$ cat src/rtl/health_test_mc.sv
// health_test_mc
// Online health monitor for NCH raw TRNG bit streams. Each channel runs a
// repetition count test (RCT) on run lengths and an adaptive proportion test
// (APT) over a shared window of W = 2^LOG2_WIN samples. A channel's alarm is
// set after FAIL_THRESH consecutive enabled samples with an error and stays
// set until clear_alarm or reset. A small FSM qualifies the source at startup
// and whenever clear_alarm is pulsed.
//
// Parameter constraints: W/2 <= APT_CUTOFF < W, RCT_CUTOFF >= 2,
// FAIL_THRESH >= 1, STARTUP_WIN >= 1.
module health_test_mc #(
    parameter int NCH         = 4,
    parameter int LOG2_WIN    = 10,
    parameter int APT_CUTOFF  = 589,
    parameter int RCT_CUTOFF  = 28,
    parameter int FAIL_THRESH = 11,
    parameter int STARTUP_WIN = 2
) (
    input  logic                         clk,
    input  logic                         rst_i,
    input  logic                         enable,
    input  logic [NCH-1:0]               rnd_bits,
    input  logic                         clear_alarm,
    output logic [NCH-1:0]               error,
    output logic [NCH-1:0]               alarm,
    output logic                         any_alarm,
    output logic                         startup_done,
    output logic                         win_done,
    output logic [NCH*(LOG2_WIN+1)-1:0]  ones_count
);

    // Counter widths
    localparam int AW = LOG2_WIN + 1;
    localparam int RW = $clog2(RCT_CUTOFF + 1);
    localparam int CW = $clog2(FAIL_THRESH + 1);
    localparam int PW = $clog2(STARTUP_WIN + 1);

    // Sized constants so every compare and increment is width-exact
    localparam logic [LOG2_WIN-1:0] CNT_LAST   = {LOG2_WIN{1'b1}};
    localparam logic [LOG2_WIN-1:0] CNT_ONE    = LOG2_WIN'(1);
    localparam logic [AW-1:0]       APT_HI     = AW'(APT_CUTOFF);
    localparam logic [AW-1:0]       APT_LO     = AW'((2 ** LOG2_WIN) - APT_CUTOFF);
    localparam logic [RW-1:0]       RUN_MAX    = RW'(RCT_CUTOFF);
    localparam logic [RW-1:0]       RUN_ONE    = RW'(1);
    localparam logic [CW-1:0]       CONSEC_MAX = CW'(FAIL_THRESH);
    localparam logic [CW-1:0]       CONSEC_PRE = CW'(FAIL_THRESH - 1);
    localparam logic [CW-1:0]       CONSEC_ONE = CW'(1);
    localparam logic [PW-1:0]       PASS_MAX   = PW'(STARTUP_WIN);
    localparam logic [PW-1:0]       PASS_PRE   = PW'(STARTUP_WIN - 1);
    localparam logic [PW-1:0]       PASS_ONE   = PW'(1);

    typedef enum logic [0:0] {
        ST_STARTUP = 1'b0,
        ST_RUN     = 1'b1
    } state_t;

    // RCT state
    logic                have_prev;
    logic [NCH-1:0]      prev_bit;
    logic [RW-1:0]       run      [NCH];
    logic [RW-1:0]       run_next [NCH];
    logic [NCH-1:0]      rct_fail;

    // APT state
    logic [LOG2_WIN-1:0] cnt;
    logic                win_last;
    logic [AW-1:0]       acc       [NCH];
    logic [AW-1:0]       win_final [NCH];
    logic [NCH-1:0]      apt_fail;

    // Alarm state
    logic [CW-1:0]       consec [NCH];

    // Startup qualification state
    state_t              state;
    logic [PW-1:0]       pass_cnt;
    logic                window_ok;

    assign win_last  = (cnt == CNT_LAST);
    assign error     = rct_fail | apt_fail;
    assign any_alarm = |alarm;
    assign window_ok = ~(|apt_fail) & ~(|rct_fail) & ~any_alarm;

    // Next run length and window total for the sample currently presented
    always_comb begin
        for (int i = 0; i < NCH; i++) begin
            run_next[i]  = RUN_ONE;
            win_final[i] = acc[i] + {{(AW-1){1'b0}}, rnd_bits[i]};
            if (have_prev && (rnd_bits[i] == prev_bit[i])) begin
                run_next[i] = (run[i] == RUN_MAX) ? RUN_MAX : (run[i] + RUN_ONE);
            end
        end
    end

    // Repetition count test: track run length per channel and flag long runs
    always_ff @(posedge clk) begin
        if (rst_i) begin
            have_prev <= 1'b0;
            prev_bit  <= '0;
            rct_fail  <= '0;
            for (int i = 0; i < NCH; i++) begin
                run[i] <= '0;
            end
        end else if (enable) begin
            have_prev <= 1'b1;
            prev_bit  <= rnd_bits;
            for (int i = 0; i < NCH; i++) begin
                run[i]      <= run_next[i];
                rct_fail[i] <= (run_next[i] >= RUN_MAX);
            end
        end
    end

    // Adaptive proportion test: count ones over a window, judge on the last sample
    always_ff @(posedge clk) begin
        if (rst_i) begin
            cnt        <= '0;
            apt_fail   <= '0;
            ones_count <= '0;
            win_done   <= 1'b0;
            for (int i = 0; i < NCH; i++) begin
                acc[i] <= '0;
            end
        end else begin
            win_done <= enable && win_last;
            if (enable) begin
                if (win_last) begin
                    cnt <= '0;
                    for (int i = 0; i < NCH; i++) begin
                        acc[i]                  <= '0;
                        ones_count[i*AW +: AW]  <= win_final[i];
                        apt_fail[i]             <= (win_final[i] > APT_HI) ||
                                                   (win_final[i] < APT_LO);
                    end
                end else begin
                    cnt <= cnt + CNT_ONE;
                    for (int i = 0; i < NCH; i++) begin
                        acc[i] <= win_final[i];
                    end
                end
            end
        end
    end

    // Consecutive-error counter per channel driving the sticky alarm
    always_ff @(posedge clk) begin
        if (rst_i) begin
            alarm <= '0;
            for (int i = 0; i < NCH; i++) begin
                consec[i] <= '0;
            end
        end else if (clear_alarm) begin
            alarm <= '0;
            for (int i = 0; i < NCH; i++) begin
                consec[i] <= '0;
            end
        end else if (enable) begin
            for (int i = 0; i < NCH; i++) begin
                if (error[i]) begin
                    if (consec[i] == CONSEC_PRE) begin
                        alarm[i] <= 1'b1;
                    end
                    consec[i] <= (consec[i] == CONSEC_MAX) ? CONSEC_MAX
                                                           : (consec[i] + CONSEC_ONE);
                end else begin
                    consec[i] <= '0;
                end
            end
        end
    end

    // Startup qualification FSM: needs STARTUP_WIN clean windows in a row
    always_ff @(posedge clk) begin
        if (rst_i) begin
            state        <= ST_STARTUP;
            pass_cnt     <= '0;
            startup_done <= 1'b0;
        end else if (clear_alarm) begin
            state        <= ST_STARTUP;
            pass_cnt     <= '0;
            startup_done <= 1'b0;
        end else if (win_done) begin
            case (state)
                ST_STARTUP: begin
                    if (window_ok) begin
                        if (pass_cnt == PASS_PRE) begin
                            state        <= ST_RUN;
                            startup_done <= 1'b1;
                        end
                        pass_cnt <= (pass_cnt == PASS_MAX) ? PASS_MAX
                                                           : (pass_cnt + PASS_ONE);
                    end else begin
                        pass_cnt <= '0;
                    end
                end
                ST_RUN: begin
                    startup_done <= 1'b1;
                end
                default: begin
                    state        <= ST_STARTUP;
                    pass_cnt     <= '0;
                    startup_done <= 1'b0;
                end
            endcase
        end
    end

endmodule

$ cat config.mk
export PLATFORM = sky130hd
export DESIGN_NAME = health_test_mc
export DESIGN_NICKNAME = d
export VERILOG_FILES = /design/src/rtl/health_test_mc.sv
export SDC_FILE = /design/constraint.sdc
export NUM_CORES = 1
export LEC_CHECK = 0
export ABC_AREA = 1
export BUFFER_PORTS_ARGS = -buffer_cell sky130_fd_sc_hd__buf_2
export CAP_MARGIN = 20
export CORE_MARGIN = 3
export CORE_UTILIZATION = 30
export DETAILED_ROUTE_END_ITERATION = 16
export GPL_ROUTABILITY_DRIVEN = 0
export HOLD_SLACK_MARGIN = 0.05
export PLACE_DENSITY = 0.46
export SETUP_SLACK_MARGIN = 0.3
export SYNTH_ARGS = -nofsm -noshare
export SYNTH_HDL_FRONTEND = slang
export SYNTH_SLANG_ARGS = --single-unit
$ cat constraint.sdc
create_clock -name clk -period 4.15 [get_ports clk]
set_clock_uncertainty 0.15 [all_clocks]
set_input_delay 0.2075 -clock clk [delete_from_list [all_inputs] [get_ports clk]]
set_output_delay 0.2075 -clock clk [all_outputs]
set_load 0.05 [all_outputs]
* Yosys cells after proc, flatten, opt, wreduce, memory -nomap -nowiden
Memory sizes are Yosys's and may differ from the RTL's. Cells that the tools add are included.
Cells by class: add/sub/neg operators 14, $lt $le $gt $ge 12, eq/ne operators 21, multiplexer cells 101, bitwise gates (word level) 31, reduce and logical (&&, ||, !) cells 20
Operators by type and width (count):
- 2-to-1 mux 11 bit | 8
- 2-to-1 mux 4 bit | 16
- 2-to-1 mux 1 bit | 61
- 2-to-1 mux 5 bit | 12
- adder 11 x 1 -> 11 bit | 4
- > comparator 11 x 10 -> 1 bit (second input constant) | 4
- less-than comparator 11 x 9 -> 1 bit (second input constant) | 4
- == test 4 bit (second input constant) | 8
- bitwise OR 1 bit | 24
- adder 5 x 1 -> 5 bit (second input constant) | 4
- == test 5 bit (second input constant) | 4
- greater-or-equal comparator 5 bit (second input constant) | 4
- adder 4 x 1 -> 4 bit (second input constant) | 4
- AND reduction 3 bit | 5
- OR reduction 4 bit | 3
- adder 10 x 1 -> 10 bit (second input constant) | 1
- == test 10 bit (second input constant) | 1
- 2-to-1 mux 10 bit | 1
- logical AND 1 bit | 5
- == test 1 bit | 4
- logical OR 1 bit | 4
- 2-to-1 mux 2 bit | 2
- != test 2 bit (second input constant) | 2
- NOT 1 bit | 4
- 8 further kinds | 10
Word-level totals: register bits after elaboration 76, memory bits (writable) 80, input bits 8, output and inout port bits 55, logic and storage cells 216, memories kept 3
Memory list:
- acc | words 4, bits a word 11, read ports 4, clocked after memory_dff 0, wr ports 4, RTL line 67 | logic [AW-1:0] acc [NCH];
- run | words 4, bits a word 5, read ports 4, clocked after memory_dff 0, wr ports 4, RTL line 60 | logic [RW-1:0] run [NCH];
- consec | words 4, bits a word 4, read ports 4, clocked after memory_dff 0, wr ports 4, RTL line 72 | logic [CW-1:0] consec [NCH];

* Depth between registers and ports, before layout
Gate-level depths: netlist of run 1.
depth after elaboration 8, depth in mapped cells 14, gate-level depth less buffers 14

* Worst setup path after synthesis of run 1
Ideal clock, no wire load.
kind input-to-reg, start in rst_i, end mem acc[0][0] (netlist name) (enable), setup time 0.407 ns, arrival time 1.688 ns, required time 3.593 ns, setup slack 1.905 ns, stages 4, path buffers 2, cells stage by stage buf_2 -> nor2_1 -> clkbuf_1 -> inv_1
RTL lines:
- start: declaration | RTL line 20 | input logic rst_i,
- end: declaration | RTL line 67

* Worst setup path in the final report of run 1
start in rnd_bits[3], end reg apt_fail[3]
Between the ends: cells in the longest elaborated chain, start to end 3, elaborated cells between the ends (all ways) 4, classes of those cells add/sub: 1; order compare: 2; reduce/logical: 1
Ends and longest elaborated chain:
- start: declaration | RTL line 22 | input logic [NCH-1:0] rnd_bits,
- adder 11 x 1 -> 11 bit * | RTL line 88 | win_final[i] = acc[i] + {{(AW-1){1'b0}}, rnd_bits[i]};
- > comparator 11 x 10 -> 1 bit or less-than comparator 11 x 9 -> 1 bit (tied branches) | RTL line 132, 133
- logical OR 1 bit * | RTL line 132 | apt_fail[i] <= (win_final[i] > APT_HI) ||
- end signal: indexed assignment | RTL line 132
- end: declaration | RTL line 69 | logic [NCH-1:0] apt_fail;
Mark *: on every way between the ends. The rest lies on a longest branch, timed or not. A chain may end at the register's enable or synchronous reset.

==> impl_metrics.csv, run 1 <==
group,metric,value,unit
yosys,synthAdderAreaFrac,0.0471,
routing,wl,17.6,mm
cts,clock-sinks,156,
yosys,synth_edf_count,65,
sta,rsz0062_at_grt,"no",
placement,pre_cts_ws,1730,ps
job,maxCapViolCount,0,
finish,fill_cells,2642,
critical_path,end_kind,"flop",
power_and_ir_drop,finalPower,3.47,mW
grt,gr-total-overflow,0,
finish,final_area,9000,sq um
yosys,synth_xor_area_frac,0.0239,
critical_path,worstPathArrival,2570,ps
yosys,synth-simple-area-share,0.262,
min_path,hp-start,"rct_fail[3]$_SDFFE_PP0P_",
finish,multi_input_area,3290,sq um
min_path,min_path_type,"reg2reg",
finish,antenna_cells,0,
yosys,synth_area_leaders,"edfxtp_1, dfxtp_1, nand2_1",
grt,grt_pass1_wl,30.1,mm
grt,antenna_found_initial,0,
die,ioPinCount,63,
yosys,synth.distinct_cells,42,
cts,cts_tree,"done",
routing,wl_met3,541,um
cts,numCtsBuffers,17,
yosys,synth_top_family_by_area,"simple AND/OR/NAND/NOR gates",
routing,wl_per_cell,12.7,um
power_and_ir_drop,power_per_cell_area,386,nW/um^2
routing,drt_first_pass_iters,5,
sta,setup_viol,0,
cts,root_buffer,"clkbuf_16",
routing,viasPerCell,4.50,
die,dieArea,27600,sq um
sta,finalHoldViolCount,0,
placement,io_buffer_count,62,
yosys,netlist_instances,968,
finish,nets,1079,
die,fp.dieH,166,um
critical_path,r2r_slack,1790,ps
routing,vias,6231,
yosys,netlist_area,7700,sq um
sta,min_period_over_period,0.578,
yosys,ys.flop_type,"dfxtp_1",
critical_path,timing.rr.start,"cnt[0]$_SDFFE_PP0P_",
power_and_ir_drop,ir_worst_vdd,0.000207,V
finish,layout_commonest_cell,"nand2_1",
critical_path,path_cells,"dlygate4sd3_1 > buf_2 > ha_1 > ha_1 > nand2_1 > nor2_1 > inv_1 > o21ai_0 > inv_1 > nand2_1 > nand2_1 > nand2_1 > nand3_1 > nand2_1 > nand2_1",
routing,drt_iter0_markers,263,
finish,syn_to_final_growth,16.9,%
die,num_rows,58,
sta,maxSlewViolCount,0,
placement,dp_hpwl,12.6,mm
critical_path,critPathLaunchType,"primary input",
yosys,seq_area_frac_synth,0.490,
die,core,25200,sq um
yosys,ys_ff_latch,156,
grt,grt_usage,0.131,
sta,hold_ws,305,ps
yosys,ys.warnings.count,0,
run_status,status,"finished, final reports clean",
routing,top_layer,"met4",
die,fp.dieW,166,um
sta,fin_crit,2400,ps
sta,worstMarginPinSlew,928,ps
cts,post_cts_buffers,0,
yosys,synth.largest_area_cell,"edfxtp_1",
sta,final.setup.tns,0,ps
routing,wl_met2,7.87,mm
yosys,async_flop_share,0,
routing,drc,0,
cts,cts.clk_slew.worst_paths,60,ps
cts,clock_path_buffers,2,
critical_path,crit_path_frequent_cell,"nand2_1",
cts,cts_max_level,4,
critical_path,crit_fanout,4,
critical_path,cp_slowest_cell,"dlygate4sd3_1",
critical_path,cpPeakStageDelay,520,ps
routing,wl_met1,8.99,mm
critical_path,reg2reg_depth,7,
min_path,min_to,"rct_fail[3]$_SDFFE_PP0P_",
power_and_ir_drop,p_leak,3.94,nW
yosys,synth.top_cell.area_share,0.253,
finish,drive_gt1_frac,0.109,
cts,clk_latency,420,ps
finish,final_cell_mix,"nand2_1, inv_1, nor2_1, dfxtp_1, edfxtp_1",
yosys,synthMuxAreaShare,0,
critical_path,r2r_end,"cnt[1]$_SDFFE_PP0P_",
critical_path,worst-setup-path-type,"in2reg",
finish,seq_area,3770,sq um
yosys,synth_fp_nets,1005,
yosys,synth_compound_area_frac,0.0939,
sta,fmax,417,MHz
routing,ant_nets,0,
sta,setup_ws,1750,ps
die,start_util,0.306,
grt,grt_pass1_vias,6163,
placement,place_area,8330,sq um
sta,max_slew_margin,0.380,
grt,grt_start_max_net_pins,45,
critical_path,cp.required,4320,ps
min_path,holdPathStages,2,
yosys,syn_avg_cell_area,7.95,sq um
-- layer usage --
layer,track usage,up-vias
met5,0,-
met4,0.0398,0
met3,0.0238,15
met2,0.215,93
met1,0.178,2822
li1,-,3301
-- through the flow --
stage               cells  utilization
floorplan             968            -
global placement     1346        0.331
detailed placement   1346        0.331
CTS                  1385        0.357
global route         1385        0.357
finish               1385        0.357
-- power breakdown --
group | total [mW] | switching [mW] | leakage [nW] | internal (mW)
clock | 1.59 | 0.679 | 0.282 | 0.915
combinational | 0.201 | 0.139 | 2.20 | 0.0625
sequential | 1.68 | 0.0369 | 1.46 | 1.64
total | 3.47 | 0.855 | 3.94 | 2.62
-- cell families (layout without fill, tap and decap cells) --
kind of cell | after synthesis | after routing
and+or+nand+nor | 474 | 474
buffers and inverters | 153 | 240
adders and majority gates | 29 | 29
xor gates and xnor gates | 21 | 21
DFF | 156 | 156
AOI/OAI and AO/OA | 135 | 135
-- flip-flops by register name, indices dropped and copies added, names as in the netlist, 4 cells and up --
| name | cells |
|---|---|
| run | 20 |
| consec | 16 |
| acc | 44 |
| prev_bit | 4 |
| rct_fail | 4 |
| alarm | 4 |
| cnt | 10 |
| apt_fail | 4 |
| ones_count | 44 |
-- worst max path at each step --
stage | endpoint | from | depth (start not counted)
6_report | apt_fail[3]$_SDFFE_PP0P_ | rnd_bits[3] | 15
5_1_grt | apt_fail[3]$_SDFFE_PP0P_ | rnd_bits[3] | 15
4_1_cts | cnt[1]$_SDFFE_PP0P_ | cnt[0]$_SDFFE_PP0P_ | 7
3_5_place_dp | cnt[1]$_SDFFE_PP0P_ | cnt[0]$_SDFFE_PP0P_ | 7
3_3_place_gp | ones_count[33]$_SDFFE_PP0P_ | cnt[0]$_SDFFE_PP0P_ | 9
2_1_floorplan | acc[0][0]$_SDFFCE_PN0P_ | rst_i | 4
-- area by class of cell --
type	instances	share of cell area
timing repair buffer	73	0.0456
tap	330	0.0459
clock buffer	18	0.0488
sequential	156	0.419
multi-input combinational	659	0.366
clock inverter	14	0.0177
inverter	135	0.0569
-- timing repair --
action / in CTS / in global routing
resized for setup: 0 / 0
hold buffers: 7 / 0
hold endpoints to repair: 9 / 0
-- cells in the mapped netlist (3+ instances only) --
library cell	count
nand3b_1	5
a22o_1	3
dfxtp_1	91
buf_6	6
xnor2_1	9
nor4_1	3
buf_2	6
nand4_1	21
o21ai_1	41
o21ai_0	25
o21a_1	3
xor2_1	12
a21oi_1	49
nand3_1	47
or2_2	5
nand2_1	264
clkbuf_1	4
nor2_1	109
nor3b_1	4
o211ai_1	3
ha_1	29
nor3_1	7
o22ai_1	3
edfxtp_1	65
a31oi_1	3
inv_1	131
-- worst max-delay path, delay by kind of cell --
family	cells	cell delay, ps
fa+ha+maj	2	400
buf+inv	4	820
compound gates	1	480
simple gates	8	630
Note: power is estimated with default switching activity, not from simulation.
==> run 2: changes to the inputs <==
Settings changed: ABC_AREA 1 to 0, PLACE_DENSITY 0.46 to 0.47.
Clock period 4.15 ns to 2.1 ns, I/O delays scaled along.
==> run 2 against run 1 <==
Compared with the run above: global-route usage up 1.2 points; clock-buffer cell count decreased by 1; cell count shrank 5.7%; design area increased by 21%; clock power is 89% higher; via count increased by 2.6%; critical path depth decreased by 6; sequential share of layout area fell by 7.0 points; utilization grew 8.2 points; hold slack got worse by 260 ps; critical path type is now reg2reg.
==> impl_metrics.csv, run 2 <==
group,metric,value,unit
power_and_ir_drop,power_per_cell_area,640,nW/um^2
sta,setup_viol,0,
finish,fill_cells,2329,
yosys,synth_area_leaders,"edfxtp_1, dfxtp_1, nor2_1",
yosys,synth.distinct_cells,56,
sta,maxSlewViolCount,0,
die,fp.dieW,166,um
grt,antenna_found_initial,0,
finish,drive_gt1_frac,0.357,
critical_path,end_kind,"flop",
die,ioPinCount,63,
grt,grt_start_max_net_pins,28,
grt,grt_pass1_wl,31.9,mm
yosys,synth_most_common_cell,"nor2_1",
cts,clock-sinks,156,
cts,cts.clk_slew.worst_paths,70,ps
yosys,synthAdderAreaFrac,0.0473,
cts,numCtsBuffers,17,
critical_path,cp.required,2260,ps
placement,dp_hpwl,12.8,mm
min_path,min_path_type,"in2reg",
yosys,ys.warnings.count,0,
yosys,netlist_area,7670,sq um
finish,layout_commonest_cell,"nor2_1",
yosys,syn_avg_cell_area,9.34,sq um
sta,fin_crit,2000,ps
yosys,synth_fp_nets,859,
routing,drt_iter0_markers,274,
finish,syn_to_final_growth,41.7,%
critical_path,critPathLaunchType,"flop",
routing,vias,6396,
run_status,status,"finished, final reports clean",
critical_path,worst-setup-path-type,"reg2reg",
routing,wl,20.6,mm
finish,final_cell_mix,"nor2_1, dfxtp_1, nand2_1, buf_4, edfxtp_1",
yosys,synth.top_cell.area_share,0.254,
yosys,synth_edf_count,65,
placement,io_buffer_count,62,
yosys,synth-simple-area-share,0.218,
yosys,netlist_instances,822,
cts,clk_latency,420,ps
yosys,synth_compound_area_frac,0.121,
yosys,ys_ff_latch,156,
routing,drc,0,
die,num_rows,57,
job,maxCapViolCount,0,
routing,viasPerCell,4.90,
sta,fmax,500,MHz
finish,antenna_cells,0,
cts,cts_max_level,4,
routing,ant_nets,0,
sta,min_period_over_period,0.952,
die,start_util,0.310,
sta,max_slew_margin,0.660,
yosys,async_flop_share,0,
grt,grt_pass1_vias,6067,
critical_path,crit_fanout,5,
yosys,synth_top_family_by_area,"simple AND/OR/NAND/NOR gates",
yosys,ys.flop_type,"dfxtp_1",
cts,clock_path_buffers,2,
finish,largest_registers,"acc (44), ones_count (44), run (20)",
grt,gr-total-overflow,0,
yosys,synth_xor_area_frac,0.0765,
die,fp.dieH,166,um
finish,final_core_util,0.440,
yosys,synth.largest_area_cell,"edfxtp_1",
sta,worstMarginPinSlew,508,ps
routing,wl_per_cell,15.8,um
routing,drt_first_pass_iters,4,
die,dieArea,27500,sq um
sta,finalHoldViolCount,0,
finish,final_area,10900,sq um
power_and_ir_drop,ir_worst_vdd,0.000509,V
yosys,seq_area_frac_synth,0.492,
yosys,synthMuxAreaShare,0.0117,
power_and_ir_drop,p_leak,4.07,nW
critical_path,worstPathArrival,2160,ps
cts,root_buffer,"clkbuf_16",
placement,place_area,8690,sq um
finish,nets,1006,
die,core,24700,sq um
cts,cts_tree,"done",
sta,rsz0062_at_grt,"yes",
yosys,synth_common_cells,"nor2_1, dfxtp_1, nand2_1",
grt,grt_usage,0.143,
run 2: critical path, cell delays in order (launching register included):
cell      delay [ps]
edfxtp_1         410
ha_4             210
ha_4             170
nand4_1          190
buf_4            160
nand2_1           50
mux2i_1          160
nand3b_1         110
a32oi_1          200
o21ai_1           80
run 2: cell families (layout without fill, tap and decap cells):
group	Yosys count	after routing
and+or+nand+nor	358	358
xor gates and xnor gates	67	67
buffers and inverters	65	225
adders and majority gates	29	29
DFF	156	156
AOI/OAI and AO/OA	138	138
muxes	9	9
run 2: worst paths after layout:
| path | startpoint | endpoint | slack, ps | cells after the start |
|---|---|---|---|---|
| min reg2reg | ones_count[33]$_SDFFE_PP0P_ | ones_count[33]$_SDFFE_PP0P_ | 310 | 2 |
| max reg2reg | acc[3][0]$_SDFFCE_PN0P_ | apt_fail[3]$_SDFFE_PP0P_ | 100 | 9 |
| max | acc[3][0]$_SDFFCE_PN0P_ | apt_fail[3]$_SDFFE_PP0P_ | 100 | 9 |
| min | enable | cnt[6]$_SDFFE_PP0P_ | 40 | 5 |
run 2: power breakdown:
part / internal [mW] / total, mW / switching (mW)
Clock: 1.65 / 3.00 / 1.34
Combinational: 0.290 / 0.633 / 0.343
Sequential: 3.24 / 3.33 / 0.0953
run 2: per-layer routing:
metal  up-vias  part of all wire  GRT usage
met5         -                 0          0
met4         0             0.014     0.0398
met3        17             0.033     0.0321
met2        94              0.47      0.228
met1      3078              0.49      0.196
li1       3207                 -          -
run 2: timing repair:
item,CTS,global route
endpoints found under the hold margin,32,1
hold buffers,8,1
gates cloned,4,5
buffers inserted,24,29
endpoints found under the setup margin,53,131
pin swaps,32,65
resized for setup,57,144
run 2: per-stage QoR:
step           instances  worst slack (ps)  hold WS, ps  setup TNS (ps)  total power [mW]
2_1_floorplan        822              -121          102            -246              3.70
3_3_place_gp        1204              71.9          295               0              3.86
3_5_place_dp        1204              66.5          301               0              3.86
4_1_cts             1272              64.7         53.1               0              6.94
5_1_grt             1306             -38.1         75.4           -54.6              7.24
6_report            1306               101         40.7               0              6.96
run 2: final cells by class:
cell class,count,area (sq um),area share
Clock inverter,15,141,0.0130
Inverter,22,86.3,0.00794
Clock buffer,17,425,0.0391
Sequential cell,156,3800,0.349
Tap cell,324,405,0.0373
Multi-Input combinational cell,601,4510,0.415
Timing Repair Buffer,171,1500,0.138
==> run 3: changes to the inputs <==
Settings changed: PLACE_DENSITY 0.47 to default.
==> run 3 against run 2 <==
Compared with the run above: sequential cell count did not move; hold slack improved by 53 ps; routed wire length fell by 5.7%; critical endpoint is now apt_fail[0]$_SDFFE_PP0P_; largest power group unchanged; clock power rose by 9.3%; register-to-register slack barely moved.
==> impl_metrics.csv, run 3 (synthesized netlist as in run 2, its figures left out) <==
group,metric,value,unit
cts,cts_tree,"done",
routing,wl,19.4,mm
critical_path,crit_fanout,4,
job,maxCapViolCount,0,
critical_path,worstPathArrival,2200,ps
routing,drc,0,
sta,hold_ws,93.4,ps
sta,setup_viol,0,
placement,dp_hpwl,12.5,mm
die,start_util,0.310,
sta,fmax,498,MHz
finish,largest_registers,"acc (44), ones_count (44), run (20)",
min_path,hp-start,"enable",
power_and_ir_drop,power_per_cell_area,690,nW/um^2
sta,fin_crit,2010,ps
grt,grt.met1_usage,0.174,
cts,numCtsBuffers,17,
sta,min_period_over_period,0.957,
routing,vias,6317,
cts,root_buffer,"clkbuf_16",
sta,worstMarginPinSlew,474,ps
die,dieArea,27500,sq um
grt,met2_usage,0.215,
cts,clk_latency,430,ps
grt,grt_pass1_wl,29.7,mm
critical_path,end_kind,"flop",
critical_path,worst-setup-path-type,"reg2reg",
die,ioPinCount,63,
critical_path,cpPeakStageDelay,420,ps
critical_path,timing.rr.start,"acc[0][0]$_SDFFCE_PN0P_",
die,fp.dieH,166,um
finish,layout_commonest_cell,"nor2_1",
grt,grt-busiest-layer,"met2",
min_path,min_path_type,"in2reg",
routing,viasPerCell,4.92,
power_and_ir_drop,ir_worst_vdd,0.000495,V
finish,final_cell_mix,"nor2_1, nand2_1, dfxtp_1, edfxtp_1, buf_2",
sta,max_slew_margin,0.684,
routing,drt_iter0_markers,361,
power_and_ir_drop,p_leak,3.85,nW
finish,antenna_cells,0,
grt,grt_pass1_vias,5923,
routing,ant_nets,0,
finish,final_area,10500,sq um
grt,antenna_found_initial,0,
grt,grt_use_met3,0.0324,
die,core,24700,sq um
critical_path,r2r_end,"apt_fail[0]$_SDFFE_PP0P_",
run_status,status,"finished, final reports clean",
critical_path,cp.required,2290,ps
critical_path,r2r_slack,90,ps
routing,wl_per_cell,15.1,um
cts,clock-sinks,156,
critical_path,path_cells,"ha_1 > and2_1 > xnor2_2 > a41oi_2 > a21oi_2 > o21ai_1 > a311oi_2",
min_path,holdPathStages,5,
die,fp.dieW,166,um
sta,rsz0062_at_grt,"yes",
placement,place_area,8630,sq um
cts,clock_path_buffers,2,
placement,io_buffer_count,62,
cts,cts_max_level,4,
cts,cts.clk_slew.worst_paths,60,ps
sta,maxSlewViolCount,0,
routing,drt_first_pass_iters,4,
finish,syn_to_final_growth,36.4,%
critical_path,critPathLaunchType,"flop",
finish,fill_cells,2338,
grt,grt_usage,0.131,
min_path,min_to,"cnt[6]$_SDFFE_PP0P_",
critical_path,cp_slowest_cell,"edfxtp_1",
grt,gr-total-overflow,0,
finish,nets,985,
die,num_rows,57,
grt,grt_start_max_net_pins,41,
finish,drive_gt1_frac,0.312,
critical_path,reg2reg_depth,7,
sta,finalHoldViolCount,0,
power_and_ir_drop,finalPower,7.22,mW
## run 3: power by group
group | switching, mW | total, mW | internal, mW
combinational | 0.326 | 0.596 | 0.270
sequential | 0.0983 | 3.34 | 3.24
clock | 1.26 | 3.28 | 2.03
## run 3: through the flow
stage | worst slack (ps) | std cells | utilization | TNS, ps
2_1_floorplan | -121 | 822 | - | -246
3_3_place_gp | 82.3 | 1200 | 0.349 | 0
3_5_place_dp | 64.5 | 1200 | 0.349 | 0
4_1_cts | 108 | 1253 | 0.390 | 0
5_1_grt | -26.6 | 1285 | 0.423 | -26.6
6_report | 90.3 | 1285 | 0.423 | 0
## run 3: cell type report
class                   instances  area [sq um]  area share
repair buffers                150          1160       0.111
multi-input cells             601          4370       0.417
well taps                     324           405      0.0387
clock buffers                  26           576      0.0550
flip-flops and latches        156          3800       0.363
inverters                      22          86.3     0.00825
clock inverters                 6          66.3     0.00633
## run 3: what timing repair did
action                                  CTS  global route
pin swaps                                18            40
endpoints found under the setup margin   45            95
setup buffers                            11            28
endpoints found under the hold margin    31             0
hold buffers                             10             0
cloned                                    0             4
resized for setup                        36           119
## run 3: metal layers
| layer | vias to the layer above | wire length (um) |
|---|---|---|
| met5 | - | 0 |
| met4 | 0 | 234 |
| met3 | 16 | 758 |
| met2 | 107 | 9400 |
| met1 | 3040 | 9020 |
| li1 | 3154 | - |
## run 3: critical path: cells and delay by family (launching register included)
family                   cells  cell delay, ps
AO/OA/AOI/OAI                4             660
flip-flops                   1             420
adder cells (fa/ha/maj)      1             240
AND/OR/NAND/NOR              1             240
XOR/XNOR                     1             210
## run 3: worst max path at each step
stage / from / to / slack (ps) / depth (start not counted)
6_report: acc[0][0]$_SDFFCE_PN0P_ / apt_fail[0]$_SDFFE_PP0P_ / 90 / 7
2_1_floorplan: alarm[0]$_SDFFE_PP0P_ / startup_done$_SDFFE_PP0P_ / -120 / 6
3_5_place_dp: acc[1][0]$_SDFFCE_PN0P_ / apt_fail[1]$_SDFFE_PP0P_ / 60 / 7
4_1_cts: alarm[2]$_SDFFE_PP0P_ / startup_done$_SDFFE_PP0P_ / 110 / 6
3_3_place_gp: alarm[0]$_SDFFE_PP0P_ / startup_done$_SDFFE_PP0P_ / 80 / 6
5_1_grt: acc[0][0]$_SDFFCE_PN0P_ / apt_fail[0]$_SDFFE_PP0P_ / -30 / 9
